--- config.mk ---
export PLATFORM = sky130hd
export DESIGN_NAME = mesh_terminal_rx
export DESIGN_NICKNAME = d
export VERILOG_FILES = /design/src/rtl/mesh_terminal_rx.sv
export SDC_FILE = /design/constraint.sdc
export NUM_CORES = 1
export LEC_CHECK = 0
export BUFFER_PORTS_ARGS = -buffer_cell sky130_fd_sc_hd__buf_2
export CELL_PAD_IN_SITES_DETAIL_PLACEMENT = 1
export CELL_PAD_IN_SITES_GLOBAL_PLACEMENT = 1
export CORE_MARGIN = 3
export CORE_UTILIZATION = 48
export DETAILED_ROUTE_END_ITERATION = 10
export PLACE_DENSITY_LB_ADDON = 0.08
export SETUP_SLACK_MARGIN = 0.15
export SYNTH_ARGS = -nofsm -noshare
export SYNTH_HDL_FRONTEND = slang
export SYNTH_SLANG_ARGS = --single-unit
--- constraint.sdc ---
create_clock -name clk -period 2.6 [get_ports clk]
set_input_delay 0.13 -clock clk [delete_from_list [all_inputs] [get_ports clk]]
set_output_delay 0.13 -clock clk [all_outputs]
set_load 0.01 [all_outputs]
--- src/rtl/mesh_terminal_rx.sv ---
// -----------------------------------------------------------------------------
// mesh_terminal_rx
//
// Terminal-side sink for one mesh router output port. Packets offered on the
// router's pndng/data_out/pop handshake are drained one at a time. Each packet
// header is checked against this terminal's row/col (or the broadcast ID).
// Accepted packets go into a small local FIFO that a valid/ready consumer
// drains. Misrouted packets are popped anyway, so the router never stalls on
// them, and they are counted.
//
// Ports
//   clk        in   1        rising-edge clock
//   reset      in   1        asynchronous, active-high
//   pndng      in   1        router output has a packet; data_out valid while high
//   data_out   in   pckg_sz  router output packet (show-ahead)
//   pop        out  1        registered one-cycle pop strobe to the router
//   rx_data    out  pckg_sz  head of the local FIFO (zero when empty)
//   rx_valid   out  1        local FIFO not empty
//   rx_ready   in   1        consumer takes rx_data when rx_valid && rx_ready
//   pkt_count  out  16       accepted packets (saturating)
//   err_count  out  16       misrouted packets dropped (saturating)
//   err_flag   out  1        sticky misroute indicator
//
// Packet layout (MSB first): ID[8] | row[4] | col[4] | mode[1] | payload
// -----------------------------------------------------------------------------
module mesh_terminal_rx #(
  parameter int          pckg_sz    = 40,
  parameter int          fifo_depth = 4,
  parameter logic [3:0]  ROW_ID     = 4'd1,
  parameter logic [3:0]  COL_ID     = 4'd0,
  parameter logic [7:0]  BROADCAST  = 8'hFF
) (
  input  logic               clk,
  input  logic               reset,
  input  logic               pndng,
  input  logic [pckg_sz-1:0] data_out,
  output logic               pop,
  output logic [pckg_sz-1:0] rx_data,
  output logic               rx_valid,
  input  logic               rx_ready,
  output logic [15:0]        pkt_count,
  output logic [15:0]        err_count,
  output logic               err_flag
);

  localparam int PTR_W = $clog2(fifo_depth);
  localparam int CNT_W = $clog2(fifo_depth) + 1;

  localparam logic [CNT_W-1:0] FULL_CNT = CNT_W'(fifo_depth);
  localparam logic [15:0]      CNT_MAX  = 16'hFFFF;

  // Drain FSM. POP is the cycle in which pop is high; the router pops and
  // data_out is sampled on the edge that ends it. WAIT gives the router one
  // cycle to present its next head before we decide again.
  localparam logic [1:0] ST_IDLE = 2'd0;
  localparam logic [1:0] ST_POP  = 2'd1;
  localparam logic [1:0] ST_WAIT = 2'd2;

  logic [1:0]       state_q, state_d;
  logic             pop_q, pop_d;
  logic [PTR_W-1:0] wr_ptr_q, wr_ptr_d;
  logic [PTR_W-1:0] rd_ptr_q, rd_ptr_d;
  logic [CNT_W-1:0] count_q, count_d;
  logic [15:0]      pkt_count_q, pkt_count_d;
  logic [15:0]      err_count_q, err_count_d;
  logic             err_flag_q, err_flag_d;

  logic [pckg_sz-1:0] mem_q [fifo_depth];

  // ---------------------------------------------------------------------------
  // Header decode
  // ---------------------------------------------------------------------------
  logic [7:0] hdr_id;
  logic [3:0] hdr_row;
  logic [3:0] hdr_col;
  logic       hdr_accept;

  assign hdr_id     = data_out[pckg_sz-1  -: 8];
  assign hdr_row    = data_out[pckg_sz-9  -: 4];
  assign hdr_col    = data_out[pckg_sz-13 -: 4];
  assign hdr_accept = (hdr_id == BROADCAST) || ((hdr_row == ROW_ID) && (hdr_col == COL_ID));

  // ---------------------------------------------------------------------------
  // FIFO status and handshake terms
  // ---------------------------------------------------------------------------
  logic fifo_empty;
  logic fifo_full;
  logic rd_en;
  logic wr_en;
  logic sample;
  logic has_space;

  assign fifo_empty = (count_q == '0);
  assign fifo_full  = (count_q == FULL_CNT);
  assign rd_en      = !fifo_empty && rx_ready;
  // A consumer read in the deciding cycle frees a slot before the write,
  // which lands one cycle later at the end of POP. Only one packet is ever
  // in flight, so the slot cannot be taken by anything else meanwhile.
  assign has_space  = !fifo_full || rd_en;
  assign sample     = (state_q == ST_POP);
  assign wr_en      = sample && hdr_accept;

  // ---------------------------------------------------------------------------
  // Next-state logic
  // ---------------------------------------------------------------------------
  // NOTE: every always_comb output gets a default first, so no path leaves a
  // signal unassigned and no latch is inferred.
  always_comb begin
    state_d = ST_IDLE;
    case (state_q)
      ST_IDLE,
      ST_WAIT: begin
        // WAIT re-evaluates pndng itself: if the router has emptied, fall back
        // to IDLE; otherwise the next pop follows, giving 1 packet / 2 cycles.
        if (pndng && has_space) state_d = ST_POP;
        else                    state_d = ST_IDLE;
      end
      ST_POP:  state_d = ST_WAIT;
      default: state_d = ST_IDLE;
    endcase
  end

  // pop is registered: it is high exactly while the FSM sits in POP.
  assign pop_d = (state_d == ST_POP);

  always_comb begin
    wr_ptr_d = wr_ptr_q;
    rd_ptr_d = rd_ptr_q;
    count_d  = count_q;
    if (wr_en) wr_ptr_d = wr_ptr_q + PTR_W'(1);
    if (rd_en) rd_ptr_d = rd_ptr_q + PTR_W'(1);
    case ({wr_en, rd_en})
      2'b10:   count_d = count_q + CNT_W'(1);
      2'b01:   count_d = count_q - CNT_W'(1);
      default: count_d = count_q;
    endcase
  end

  always_comb begin
    pkt_count_d = pkt_count_q;
    err_count_d = err_count_q;
    err_flag_d  = err_flag_q;
    if (sample) begin
      if (hdr_accept) begin
        if (pkt_count_q != CNT_MAX) pkt_count_d = pkt_count_q + 16'd1;
      end else begin
        if (err_count_q != CNT_MAX) err_count_d = err_count_q + 16'd1;
        err_flag_d = 1'b1;
      end
    end
  end

  // ---------------------------------------------------------------------------
  // State registers
  // ---------------------------------------------------------------------------
  // NOTE: sequential state uses non-blocking assignments only, so every flop
  // sees the pre-edge value of every other flop regardless of statement order.
  always_ff @(posedge clk or posedge reset) begin
    if (reset) begin
      state_q     <= ST_IDLE;
      pop_q       <= 1'b0;
      wr_ptr_q    <= '0;
      rd_ptr_q    <= '0;
      count_q     <= '0;
      pkt_count_q <= '0;
      err_count_q <= '0;
      err_flag_q  <= 1'b0;
    end else begin
      state_q     <= state_d;
      pop_q       <= pop_d;
      wr_ptr_q    <= wr_ptr_d;
      rd_ptr_q    <= rd_ptr_d;
      count_q     <= count_d;
      pkt_count_q <= pkt_count_d;
      err_count_q <= err_count_d;
      err_flag_q  <= err_flag_d;
    end
  end

  // NOTE: the storage array is not reset; an entry is only visible after it
  // has been written, and rx_data is forced to zero while the FIFO is empty.
  always_ff @(posedge clk) begin
    if (wr_en) mem_q[wr_ptr_q] <= data_out;
  end

  // ---------------------------------------------------------------------------
  // Outputs
  // ---------------------------------------------------------------------------
  assign pop       = pop_q;
  assign rx_valid  = !fifo_empty;
  assign rx_data   = fifo_empty ? '0 : mem_q[rd_ptr_q];
  assign pkt_count = pkt_count_q;
  assign err_count = err_count_q;
  assign err_flag  = err_flag_q;

endmodule

---- Word-level counts from Yosys, hierarchy flattened ----
Memory sizes are Yosys's and may differ from the RTL's.
Index checks and enable logic that the tools add are counted.
word-level totals
  memories ................................ 1
  bits in writable memories ............... 160
  register bits ........................... 43
  logic and storage cells ................. 48
  bits of input ports ..................... 44
memory list
  name   words  bits a word  rd ports  clocked after memory_dff  write ports  RTL line  source
  mem_q  4      40           1         0                         1            68        logic [pckg_sz-1:0] mem_q [fifo_depth];
cells by class
  bitwise logic cells ..................... 1
  add/sub/neg operators ................... 6
  mux-type cells .......................... 6
  equality and inequality tests ........... 10
  reductions and logical operators ........ 16
operators by type and width
  operator                                                            number
  40-bit 2-to-1 mux                                                   1
  16-bit by 1-bit adder with 16-bit output, second input constant     2
  16-bit inequality test, second input constant                       2
  8-bit == test, second input constant                                1
  2-bit by 1-bit == test with 1-bit output, second input constant     3
  3-bit case mux with 2 select lines                                  1
  3-bit AND reduction                                                 2
  2-bit by 1-bit adder with 2-bit output, second input constant       2
  2-bit == test, second input constant                                2
  4-bit by 1-bit == test with 1-bit output, second input constant     1
  1-bit logical AND                                                   4
  4-bit logical NOT                                                   1
  2-bit case mux with 2 select lines                                  1
  3-bit by 1-bit adder with 3-bit output, second input constant       1
  3-bit == test, second input constant                                1
  3-bit logical NOT                                                   1
  1-bit 2-to-1 mux                                                    3
  3-bit by 1-bit subtractor with 3-bit output, second input constant  1
  1-bit logical NOT                                                   2
  2-bit logical NOT                                                   1
  1-bit logical OR                                                    2
  2-bit AND reduction                                                 1
  2-bit nonzero test                                                  1
  2-bit OR reduction                                                  1
  1-bit NOT                                                           1

---- Logic depth before layout (Yosys ltp) ----
Gate-level depths: netlist (run 1).
  word-level depth ........................ 8
  gate-level depth with buffers ........... 11
  gate-level depth less buffers ........... 10

---- Least setup slack after synthesis (run 1) ----
OpenSTA, ideal clock, no wires.
  path type ............................... reg2reg
  start ................................... register state_q[0]
  end ..................................... register count_q[2]
  slack ................................... 0.672 ns
  stages on the path, launching flop included .. 11
  buffers on the path ..................... 1
  arrival ................................. 1.849 ns
  library setup time ...................... 0.079 ns
  path through ............................ dfrtp_1 -> and2b_1 -> o21a_4 -> inv_4 -> buf_12 -> ha_1 -> inv_1 -> fa_1 -> xor2_1 -> nor2_1 -> xor2_1
between the ends
  longest elaborated chain between the ends .. 4
  elaborated cells between the ends (all ways) .. 6
RTL lines
  item                                                                       RTL line  source
  start, declared                                                            59        logic [1:0] state_q, state_d;
  start signal, assigned                                                     169       state_q <= state_d;
  2-bit by 1-bit == test with 1-bit output *                                 100       assign sample = (state_q == ST_POP);
  1-bit logical AND *                                                        101       assign wr_en = sample && hdr_accept;
  2-bit by 1-bit == test with 1-bit output or 2-bit == test (tied branches)  132       case ({wr_en, rd_en})
  3-bit case mux with 2 select lines or 2-bit nonzero test (tied branches)   -
  end signal, assigned                                                       173       count_q <= count_d;
  end, declared                                                              63        logic [CNT_W-1:0] count_q, count_d;
Every way passes the cells marked *; elsewhere a longest branch is shown, timed or not.
A chain may end at the register's enable or synchronous reset.

---- Worst setup path after layout (run 1) ----
  start ................................... register rd_ptr_q[0]
  end ..................................... output rx_data[25]
between the ends
  longest elaborated chain between the ends .. 2
RTL lines
  item                    RTL line  source
  start, declared         62        logic [PTR_W-1:0] rd_ptr_q, rd_ptr_d;
  start signal, assigned  172       rd_ptr_q <= rd_ptr_d;
  memory read 4 x 40 bit  -
  40-bit 2-to-1 mux       191       assign rx_data = fifo_empty ? '0 : mem_q[rd_ptr_q];
  end, declared           38        output logic [pckg_sz-1:0] rx_data,
Every way passes these cells.

==> results_dict.tcl, run 1 <==
set metrics [dict create \
    synth_edf_count 160 \
    holdPathEnd "state_q[0]" \
    drt_wl_total_um 18100 \
    cts_buffers 22 \
    grt_use_total_pct 19.8 \
    grt_pass1_wl_um 28500 \
    ios 119 \
    worstHoldStart "rx_ready" \
    cts_tree "done" \
    synthTopCellsByArea "edfxtp_1, dfrtp_1, mux4_2" \
    maxSlewViolCount 0 \
    power.leakage_nw 3.97 \
    setup_tns_ns 0 \
    postLayoutCellArea_um2 10500 \
    rsz0062_at_grt "no" \
    fin_skew_ns 0.00728 \
    maxSlewHeadroom_pct 62.9 \
    drive_gt1_share_pct 36.1 \
    irDropWorstVdd_v 0.000574 \
    path_delay_family "flip-flops" \
    syn_nets 507 \
    crit_chain "buf_4 > mux4_2 > and2_1 > buf_2" \
    diodes 0 \
    arrival_ns 2.22 \
    cp_max_fo 14 \
    yosys.area.top_type "edfxtp_1" \
    yosys_warnings 0 \
    post-route-util_pct 62.9 \
    syn_avg_cell_area_um2 18.1 \
    critPathSlowestCell "dfrtp_4" \
    async_flop_share_pct 21.2 \
    ys.flop_type "edfxtp_1" \
    setup_violations 0 \
    remaining_drc_errors 0 \
    rows 47 \
    synth-seq-cells 203 \
    chipWidth_um 137 \
    syn_area_um2 8230 \
    grt_pass1_vias 5190 \
    outcome "completed" \
    port_buffers 118 \
    fin_hold_ws_ns 0.0238 \
    synth_cell_types 39 \
    grt_max_degree 44 \
    fmax_ghz 0.426 \
    ant_nets 0 \
    place_area_um2 9210 \
    clock_sinks 203 \
    syn_inst 455 \
    hp-class "primary input to flip-flop" \
    route.detailed.vias_per_inst 5.38 \
    crit_path_end_kind "output pin" \
    critPathRequiredTime_ns 2.47 \
    drt-initial-drc-count 232 \
    first_pass_iters 4 \
    area_growth_pct 27.6 \
    vias 4713 \
    dieHeight_um 137 \
    seq_area_frac_synth_pct 71.5 \
    place.gp.congestion 0.795 \
    clk_pin_slew_ns 0.05 \
    yosysTopAreaCellShare_pct 58.4 \
    gr-total-overflow 0 \
    fin_crit_ns 2.35 \
    cts_max_level 1 \
    cts-root-buf "clkbuf_16" \
    hold_depth 3 \
    path_class "flip-flop to output pin" \
    antenna_found_initial 0 \
    slowest_delay_ns 0.61 \
    ctsLongestPathBuffers 3 \
    p_per_area_nw_per_um2 940 \
    fin_cells 876 \
    r2r_setup_slack_ns 0.43 \
    clock_latency_ns 0.49 \
    rr_endpoint "count_q[2]" \
    r2r_cells 9 \
    start_util_pct 49.3 \
    maxCapViolCount 0 \
    start_kind "flip-flop" \
    tightest_slew_ns 0.556 \
    fillers 1527 \
    dp.cells 793 \
    r2r_start "state_q[0]" \
    fin_crit_sh_pct 90.2 \
    nets 692 \
    synth_common_cells "edfxtp_1, dfrtp_1, and2_1" \
    path_buf_inv 2 \
    final_hold_viol_count 0 \
    yosysMostFrequentCell "edfxtp_1" \
    die-area_um2 18800 \
    dpl.hpwl_um 10700 \
    routedWlPerCell_um 20.6 \
    coreArea_um2 16700 \
]
[state kept, by name (all words and copies together) (netlist names)]
register	flops
rd_ptr_q	2
mem_q	160
pkt_count	16
err_flag	1
state_q	2
count_q	3
pop	1
err_count	16
wr_ptr_q	2
[worst max-delay path by stage]
stage,start,endpoint,slack [ns],cells after the start
final,rd_ptr_q[0],rx_data[25],0.25,4
after global routing,rd_ptr_q[0],rx_data[25],0.15,4
after CTS,rd_ptr_q[0],rx_data[25],0.19,4
after detailed placement,data_out[25],count_q[2],0.37,11
after global placement,data_out[25],count_q[2],0.43,11
after floorplan,state_q[0],count_q[2],0.67,10
[cells in the final DEF (no fill, tap or decap), types with 3 or more instances in the layout]
cell type,n
edfxtp_1,160
buf_2,118
and2_1,42
dlygate4sd3_1,42
dfrtp_1,41
mux4_2,40
clkbuf_16,23
xnor2_1,19
nand3_1,16
nand4_1,14
inv_1,13
nand2_1,13
buf_4,12
xor2_1,11
nor2_1,10
nor4_2,10
ha_1,7
bufinv_16,6
buf_12,5
nor4_1,4
mux2_2,4
and3_1,4
and2_2,4
clkbuf_8,4
nor3_1,3
[per-layer routing]
| metal | track usage [%] | routed length [µm] | vias up | share of wire [%] |
|---|---|---|---|---|
| met4 | 5.43 | 358 | 0 | 2.0 |
| met1 | 25.6 | 7510 | 2442 | 42 |
| met3 | 3.01 | 722 | 29 | 4.0 |
| met5 | 0 | 0 | - | 0 |
| li1 | - | - | 2132 | - |
| met2 | 34.9 | 9490 | 110 | 53 |
[power by group]
group | internal [mW] | switching, mW | leakage (nW)
combinational | 1.32 | 1.22 | 1.59
sequential | 3.62 | 0.176 | 1.98
clock | 2.32 | 1.22 | 0.407
total | 7.25 | 2.61 | 3.97
[worst register-to-register path: stages (launching register included)]
cell and delay [ns]:
dfrtp_1 0.40, and2b_1 0.21, o21a_4 0.17, inv_4 0.18
ha_1 0.23, inv_1 0.06, fa_1 0.39, xor2_1 0.16
nor2_1 0.15, xor2_1 0.16
[area by class of cell]
| class | instances | area (µm²) | share of cell area (%) |
|---|---|---|---|
| clock inverter | 11 | 211 | 2.01 |
| clock buffer | 29 | 638 | 6.08 |
| inverter | 14 | 55.1 | 0.524 |
| tap | 220 | 275 | 2.62 |
| timing repair buffer | 178 | 1220 | 11.6 |
| sequential | 203 | 5890 | 56.0 |
| multi-input combinational | 221 | 2220 | 21.1 |
[cells by family (layout without fill, tap and decap cells)]
family | after synthesis | after routing | share of synthesized area [%]
AO/OA/AOI/OAI | 5 | 5 | 0.562
adder cells (fa/ha/maj) | 8 | 8 | 1.31
multiplexers | 48 | 48 | 12.0
flip-flops | 203 | 203 | 71.5
buffers and inverters | 31 | 232 | 1.72
XOR/XNOR | 30 | 30 | 3.19
AND/OR/NAND/NOR | 130 | 130 | 9.76
[metrics by stage]
step | setup slack, ns | power [mW]
2_1_floorplan | 0.672 | 5.39
3_3_place_gp | 0.427 | 6.27
3_5_place_dp | 0.372 | 6.32
4_1_cts | 0.193 | 9.98
5_1_grt | 0.152 | 10.3
6_report | 0.254 | 9.87
[timing repair]
action / 4_1_cts / 5_1_grt
hold buffers: 42 / 0
hold endpoints to repair: 205 / 0
gates resized for setup: 0 / 1
buffers inserted: 1 / 0
setup endpoints to repair: 21 / 1
(Power assumes the default switching activity.)
==> run 2: changes to the inputs <==
--- a/config.mk
+++ b/config.mk
@@ -5,11 +5,12 @@
 export SDC_FILE = /design/constraint.sdc
 export NUM_CORES = 1
 export LEC_CHECK = 0
+export ABC_AREA = 1
 export BUFFER_PORTS_ARGS = -buffer_cell sky130_fd_sc_hd__buf_2
 export CELL_PAD_IN_SITES_DETAIL_PLACEMENT = 1
 export CELL_PAD_IN_SITES_GLOBAL_PLACEMENT = 1
 export CORE_MARGIN = 3
-export CORE_UTILIZATION = 48
+export CORE_UTILIZATION = 45
 export DETAILED_ROUTE_END_ITERATION = 10
 export PLACE_DENSITY_LB_ADDON = 0.08
 export SETUP_SLACK_MARGIN = 0.15
==> run 2 against run 1 <==
  * Area after synthesis increased by 8.0%
  * Global-route usage rose by 2.3 points
  * Combinational power grew 32%
  * Worst hold slack worse by 0.0049 ns
  * First-iteration DRC count increased by 47%
  * Cell area up 5.4%
  * Sequential share of layout area decreased by 2.9 points
  * Clock power decreased by 5%
  * Maximum frequency is 3.6% higher
  * Critical path depth rose by 1
  * Critical path type unchanged
  * Routed wire length increased by 31%
==> results_dict.tcl, run 2 <==
set metrics [dict create \
    outcome "completed" \
    async_flop_share_pct 21.2 \
    ant_nets 0 \
    regMostFlops "mem_q" \
    cts-root-buf "clkbuf_16" \
    post-route-util_pct 58.0 \
    vias 6662 \
    r2r_cells 8 \
    maxSlewViolCount 0 \
    antenna_found_initial 1 \
    place_area_um2 9850 \
    seq_area_frac_synth_pct 66.2 \
    dp.cells 1202 \
    syn_nets 895 \
    area_growth_pct 24.5 \
    syn_inst 843 \
    die-area_um2 21500 \
    r2r_start "count_q[2]" \
    nets 1062 \
    synth_cell_types 30 \
    start_util_pct 46.6 \
    grt_max_degree 83 \
    clk_pin_slew_ns 0.06 \
    start_kind "flip-flop" \
    setup_ws_ns 0.335 \
    cts_tree "done" \
    cts.repair.resized 0 \
    arrival_ns 2.13 \
    critPathSlowestCell "dfrtp_2" \
    slowest_delay_ns 0.43 \
    cp_max_fo 38 \
    synthTopCellsByArea "edfxtp_1, dfrtp_1, nor2_1" \
    gr-total-overflow 0 \
    path_class "flip-flop to output pin" \
    ctsLongestPathBuffers 3 \
    ys.flop_type "edfxtp_1" \
    cts_buffers 23 \
    critPathRequiredTime_ns 2.47 \
    path_buf_inv 3 \
    setup_violations 0 \
    power.leakage_nw 4.52 \
    yosysMostFrequentCell "nor2_1" \
    p_per_area_nw_per_um2 944 \
    grt_use_total_pct 22.1 \
    rows 50 \
    syn_avg_cell_area_um2 10.5 \
    fin_crit_ns 2.26 \
    fillers 2071 \
    critPathCapture "rx_data[31]" \
    r2r_setup_slack_ns 0.63 \
    fin_skew_ns 0.0138 \
    ios 119 \
    route.detailed.vias_per_inst 5.18 \
    power.total_mw 10.4 \
    cts_max_level 1 \
    crit_path_end_kind "output pin" \
    path_delay_family "buffers and inverters" \
    irDropWorstVdd_v 0.000550 \
    grt_pass1_vias 7393 \
    chipWidth_um 147 \
    maxSlewHeadroom_pct 60.4 \
    yosysTopAreaCellShare_pct 54.1 \
    fin_crit_sh_pct 87.1 \
    largest_register_ffs 160 \
    clock_latency_ns 0.51 \
    crit_chain "inv_2 > buf_4 > o21ai_0 > a21oi_1 > buf_2" \
    drt-initial-drc-count 341 \
    hold_depth 3 \
    rr_endpoint "count_q[2]" \
    fin_cells 1287 \
    maxCapViolCount 0 \
    diodes 0 \
    port_buffers 118 \
    yosys.area.top_type "edfxtp_1" \
    drive_gt1_share_pct 19.9 \
    synth-seq-cells 203 \
    grt_pass1_wl_um 38300 \
    place.gp.congestion 0.765 \
    final_hold_viol_count 0 \
    synth_edf_count 160 \
    hp-class "primary input to flip-flop" \
    cp-startpoint "rd_ptr_q[0]" \
    remaining_drc_errors 0 \
    synth_common_cells "nor2_1, edfxtp_1, nand2_1" \
    drt_wl_total_um 23700 \
    dpl.hpwl_um 14600 \
    rsz0062_at_grt "no" \
    final_cell_mix "nor2_1, edfxtp_1, nand2_1" \
    dieHeight_um 147 \
    coreArea_um2 19100 \
    pre_cts_ws_ns 0.520 \
    tightest_slew_ns 0.595 \
    final_common_cell "nor2_1" \
    yosys_warnings 0 \
    syn_area_um2 8890 \
    first_pass_iters 4 \
    clock_sinks 203 \
    postLayoutCellArea_um2 11100 \
    fmax_ghz 0.442 \
    cp.depth 5 \
    routedWlPerCell_um 18.4 \
]
==> run 2: changes by cell type after synthesis, sizes merged, moves of 10 or more <==
cell and delta:
nor2 +194, nand2 +141, o21ai +104, and2 -46
a21oi +41, mux4 -40, inv +31, clkbuf +14
nor4 -14, xnor2 -10
==> run 2: repair_timing <==
| item | CTS | global route |
|---|---|---|
| hold buffers | 43 | 0 |
| buffers inserted | 0 | 0 |
| endpoints found under the hold margin | 205 | 0 |
==> run 2: metrics by stage <==
stage                     hold slack (ns)  setup TNS (ns)
after floorplan                     0.229          -37.65
after global placement              0.319               0
after detailed placement            0.331               0
after CTS                         0.00701               0
after global routing               0.0269               0
final                              0.0189               0
==> run 2: worst reg2reg max path: cells and delay by family (launching register included) <==
| kind | cells | cell delay [ns] |
|---|---|---|
| and+or+nand+nor | 2 | 0.31 |
| AOI/OAI and AO/OA | 2 | 0.29 |
| adders and majority gates | 2 | 0.59 |
| buffers and inverters | 1 | 0.07 |
| xor gates and xnor gates | 1 | 0.15 |
| DFF | 1 | 0.45 |
==> run 2: cell families after synthesis <==
group	synth area share, %
AOI/OAI and AO/OA	8.47
xor gates and xnor gates	1.87
adders and majority gates	1.21
buffers and inverters	3.89
DFF	66.2
and+or+nand+nor	18.4
==> run 2: worst min path at each step <==
stage | from | end | slack (ns)
floorplan | data_out[0] | mem_q[0][0] | 0.23
global placement | reset | pkt_count[15] | 0.32
detailed placement | reset | pkt_count[15] | 0.33
CTS | rx_ready | pop | 0.007
global route | rx_ready | pop | 0.03
finish | rx_ready | pop | 0.02
==> run 2: where the power goes <==
| group | switching, mW | internal, mW | leakage (nW) |
|---|---|---|---|
| sequential | 0.122 | 3.60 | 2.00 |
| combinational | 2.19 | 1.15 | 2.13 |
| clock | 1.28 | 2.10 | 0.389 |
| total | 3.59 | 6.86 | 4.52 |
==> run 2: final cells by class <==
class / count / area (µm²) / area share [%]
Multi-Input combinational cell: 560 / 2700 / 24.4
Inverter: 45 / 169 / 1.53
Timing Repair Buffer: 177 / 1200 / 10.9
Clock inverter: 10 / 160 / 1.45
Clock buffer: 32 / 629 / 5.69
Tap cell: 260 / 325 / 2.94
Sequential cell: 203 / 5880 / 53.1
==> run 2: metal layers <==
layer  GRT usage (%)  vias to the layer above  share of wire [%]
met5               0                        -              0.030
met4            5.41                        2                2.3
met3            3.82                       46                4.1
met2            41.8                      128                 54
met1            25.9                     3318                 39
li1                -                     3168                  -
